$ cat config.mk
export PLATFORM = sky130hd
export DESIGN_NAME = clk_div_sched
export DESIGN_NICKNAME = d
export VERILOG_FILES = /design/src/rtl/clk_div_sched.sv
export SDC_FILE = /design/constraint.sdc
export NUM_CORES = 1
export LEC_CHECK = 0
export CAP_MARGIN = 10
export CORE_MARGIN = 5
export CORE_UTILIZATION = 60
export CTS_BUF_LIST = sky130_fd_sc_hd__clkbuf_4
export DETAILED_ROUTE_END_ITERATION = 7
export PLACE_DENSITY = 0.79
export SYNTH_ARGS = -nofsm -noshare
export SYNTH_HDL_FRONTEND = slang
export SYNTH_SLANG_ARGS = --single-unit
$ cat constraint.sdc
create_clock -name clk -period 6.5 [get_ports clk]
set_clock_uncertainty 0.1 [all_clocks]
set_input_delay 1.3 -clock clk [delete_from_list [all_inputs] [get_ports clk]]
set_output_delay 1.3 -clock clk [all_outputs]
set_load 0.01 [all_outputs]
$ cat src/rtl/clk_div_sched.sv
// Runtime-programmable clock-enable divider channels.
// Divisor updates are deferred to each channel's period boundary.
module clk_div_sched #(
    parameter int NCH = 3,
    parameter int CW  = 8,
    localparam int CHW = (NCH > 1) ? $clog2(NCH) : 1
) (
    input  logic           clk,
    input  logic           resetn,
    input  logic           cfg_valid,
    output logic           cfg_ready,
    input  logic [CHW-1:0] cfg_ch,
    input  logic [CW-1:0]  cfg_div,
    output logic           cfg_err,
    input  logic           sync_req,
    output logic [NCH-1:0] div_out,
    output logic [NCH-1:0] tick,
    output logic           busy
);

    logic [NCH-1:0] pend_v;
    logic [NCH-1:0] sel;
    logic           ch_ok;
    logic           accept;

    always_comb begin
        ch_ok     = 1'b0;
        cfg_ready = 1'b1;
        for (int i = 0; i < NCH; i++) begin
            if (cfg_ch == CHW'(i)) begin
                ch_ok     = 1'b1;
                cfg_ready = !pend_v[i];
            end
        end
    end

    assign accept = cfg_valid && cfg_ready;
    assign busy   = |pend_v;

    always_ff @(posedge clk) begin
        if (!resetn) begin
            cfg_err <= 1'b0;
        end else begin
            cfg_err <= accept && !ch_ok;
        end
    end

    for (genvar g = 0; g < NCH; g++) begin : g_ch
        logic          en;
        logic [CW-1:0] d;
        logic [CW-1:0] cnt;
        logic [CW-1:0] pend_d;
        logic          last;

        assign sel[g] = accept && (cfg_ch == CHW'(g));
        assign last   = (cnt == d - CW'(1));

        assign tick[g]    = en && (cnt == '0);
        assign div_out[g] = en && (cnt != '0) && (cnt <= (d >> 1));

        always_ff @(posedge clk) begin
            if (!resetn) begin
                en        <= 1'b0;
                d         <= '0;
                cnt       <= '0;
                pend_v[g] <= 1'b0;
                pend_d    <= '0;
            end else if (sync_req) begin
                // Sync applies any update now, including one arriving this edge
                cnt <= '0;
                if (sel[g]) begin
                    en        <= (cfg_div > CW'(1));
                    d         <= cfg_div;
                    pend_v[g] <= 1'b0;
                end else if (pend_v[g]) begin
                    en        <= (pend_d > CW'(1));
                    d         <= pend_d;
                    pend_v[g] <= 1'b0;
                end
            end else if (sel[g] && !en) begin
                en  <= (cfg_div > CW'(1));
                d   <= cfg_div;
                cnt <= '0;
            end else begin
                if (sel[g]) begin
                    pend_v[g] <= 1'b1;
                    pend_d    <= cfg_div;
                end
                if (en) begin
                    if (last) begin
                        cnt <= '0;
                        if (pend_v[g]) begin
                            en        <= (pend_d > CW'(1));
                            d         <= pend_d;
                            pend_v[g] <= 1'b0;
                        end
                    end else begin
                        cnt <= cnt + CW'(1);
                    end
                end
            end
        end
    end

endmodule

==> flow_summary.ini <==
[sta]
setup-tns-final_ps = 0
final.min_clock_period_ps = 4350
post-route-period-util_pct = 66.9
rsz0062_at_grt = no
slew_viol_final = 0
tightest_slew_ps = 1030
hold_viol = 0
slew_headroom_pct = 30.9
fmax_mhz = 230
finalSetupViolCount = 0

[logic_synthesis]
synth_top_area_share_pct = 30.1
synth-seq-cells = 79
syn_nets = 690
synthFlopType = dfxtp_1
syn_area_sq_um = 5250
yosysSeqAreaShare_pct = 30.1
synth_cells = 646
yosysTopAreaCell = dfxtp_1
syn_avg_cell_area_sq_um = 8.12
synth_warnings = 0
synth_edf_count = 0
synth_area_leaders = dfxtp_1 30%, mux2i_1 9.3%, ha_1 7.2%
yosysUniqueCellTypes = 51
synth_common_cells = 99 x nand2_1, 79 x dfxtp_1, 49 x mux2i_1, 36 x inv_1, 36 x xnor2_1
ys_async_sr_fraction_pct = 0
yosysMostFrequentCell = nand2_1

[placed_design]
port_buffers = 22
dp_hpwl_microns = 9350
gp_congestion = 0.883

[critical_path]
worst_setup_path_end_kind = output port
worstPathMaxFanout = 6
r2r-end = g_ch[1].cnt[7]$_SDFFE_PP0P_
rr_worst_depth = 8
ff2ff_setup_slack_ps = 3740
start_kind = input pin
r2r_start = g_ch[1].d[0]$_SDFFE_PN0P_
worstPathRequired_ps = 5100
cp_data_arrival_time_ps = 2950
critical_path_class = input pin to output port

[pwr]
leakagePower_nw = 2.10
p_per_area_nw_per_um2 = 179
ir_drop_mv = 0.0988
power_mw = 1.01

[routing]
wirelength_met1_microns = 5860
drt_iter0_drc = 251
wl_met3_microns = 848
num_vias = 4638
antenna_left = 0
drc = 0
firstDrtPassIters = 6
wl_microns = 12900
wl_per_cell_microns = 16.9
top_layer_used = met4
viasPerCell = 6.10
wl_met2_microns = 5800

[clock_tree]
path_clk_slew_ps = 130
cts-root-buf = clkbuf_4
hold_buffers = 0
cts_buffer_depth = 2
cts.sinks = 79
cts_tree = built
clk_latency_ps = 460
cts_setup_buffers = 0
cts_made_buffers = 9
h-tree-depth = 3
post_cts_resized = 0

[global_route]
overflow = 0
antenna_found_initial = 0
grt.total_usage_pct = 24.0
grt_max_degree = 60
grt_pass1_vias = 4526
grt_pass1_wl_microns = 21600

[floorplanning]
start_util_pct = 60.8
coreArea_sq_um = 8640
top_level_ports = 23
die_area_sq_um = 10700
die_w_microns = 104
die_h_microns = 104
rows = 34

[finish]
nets = 691
finish.utilization_pct = 65.3
syn2layout_area_growth_pct = 7.44
drive_above_1_share_pct = 3.83
num_antenna_cells = 0

[worst_hold_path]
min-delay-start = g_ch[2].pend_d[2]$_SDFFE_PN0P_
hold_path_end = g_ch[2].pend_d[2]$_SDFFE_PN0P_
min_path_type = flop to flop
holdPathStages = 2

[status]
status = complete, no violations

[job]
drv_cap = 0
## per-stage QoR
stage | setup WS (ps) | std cells | hold slack (ps) | instance area, sq um
2_1_floorplan | 3370 | 646 | 343 | 5250
3_3_place_gp | 2270 | 744 | 356 | 5470
3_5_place_dp | 2140 | 744 | 373 | 5470
4_1_cts | 2130 | 760 | 391 | 5640
5_1_grt | 2030 | 760 | 429 | 5640
6_report | 2150 | 760 | 390 | 5640
## final cells by class
type	count	area [sq um]
Clock buffer	9	67.6
Timing Repair Buffer	24	230
Sequential cell	79	1580
Tap cell	108	135
Multi-Input combinational cell	497	3380
Clock inverter	7	103
Inverter	36	135
Fill cell	733	3000
## flip-flops by register name, indices dropped and copies added, names as in the netlist
signal       flops
pend_v           3
g_ch.pend_d     24
g_ch.cnt        24
g_ch.en          3
g_ch.d          24
cfg_err          1
## worst max path at each step
stage                    from        end
finish              cfg_ch[0]  cfg_ready
CTS                 cfg_ch[0]  cfg_ready
global placement    cfg_ch[0]  cfg_ready
floorplan           cfg_ch[0]  cfg_ready
detailed placement  cfg_ch[0]  cfg_ready
global route        cfg_ch[0]  cfg_ready
## where the power goes
group	total (mW)	internal, mW	switching (mW)	leakage, nW
combinational	0.148	0.0637	0.0847	1.38
clock	0.354	0.160	0.194	0.0871
sequential	0.509	0.493	0.0159	0.638
total	1.01	0.716	0.295	2.10
## worst max-delay path: stages
cell and delay (ps):
clkdlybuf4s50_1 610, mux2i_1 230, nor2_1 60, a31oi_1 180, clkdlybuf4s50_1 570
## cells in the final DEF (no fill, tap or decap), types with 3 or more instances in the layout
| master | count |
|---|---|
| nand2b_1 | 3 |
| mux2i_1 | 49 |
| nand3b_1 | 3 |
| dfxtp_1 | 79 |
| a21oi_1 | 21 |
| clkbuf_4 | 9 |
| o211ai_1 | 34 |
| o21ai_0 | 20 |
| o21ai_1 | 6 |
| nor4_1 | 12 |
| nor3b_1 | 6 |
| nand4_1 | 12 |
| a31oi_1 | 9 |
| a21boi_0 | 9 |
| inv_1 | 36 |
| nand2_1 | 99 |
| nor2b_1 | 27 |
| nor2_1 | 27 |
| o21a_1 | 3 |
| or3_1 | 4 |
| xor2_1 | 14 |
| nand4b_1 | 3 |
| and3_1 | 15 |
| nor4b_1 | 3 |
| xnor2_1 | 36 |
| clkdlybuf4s50_1 | 21 |
| nand3_1 | 16 |
| nor3_1 | 11 |
| ha_1 | 30 |
## metal layers
metal / vias to the layer above / track usage (%)
met2: 172 / 37.2
met4: 0 / 9.75
met1: 2152 / 32.8
met5: - / 0
met3: 36 / 4.66
li1: 2278 / -
## logic make-up after synthesis
group	synth area share, %
AOI/OAI and AO/OA	14.8
adders and majority gates	7.15
DFF	30.1
buffers and inverters	5.34
muxes	9.35
xor gates and xnor gates	8.35
and+or+nand+nor	24.9
Note: power is estimated with default switching activity, not from simulation.
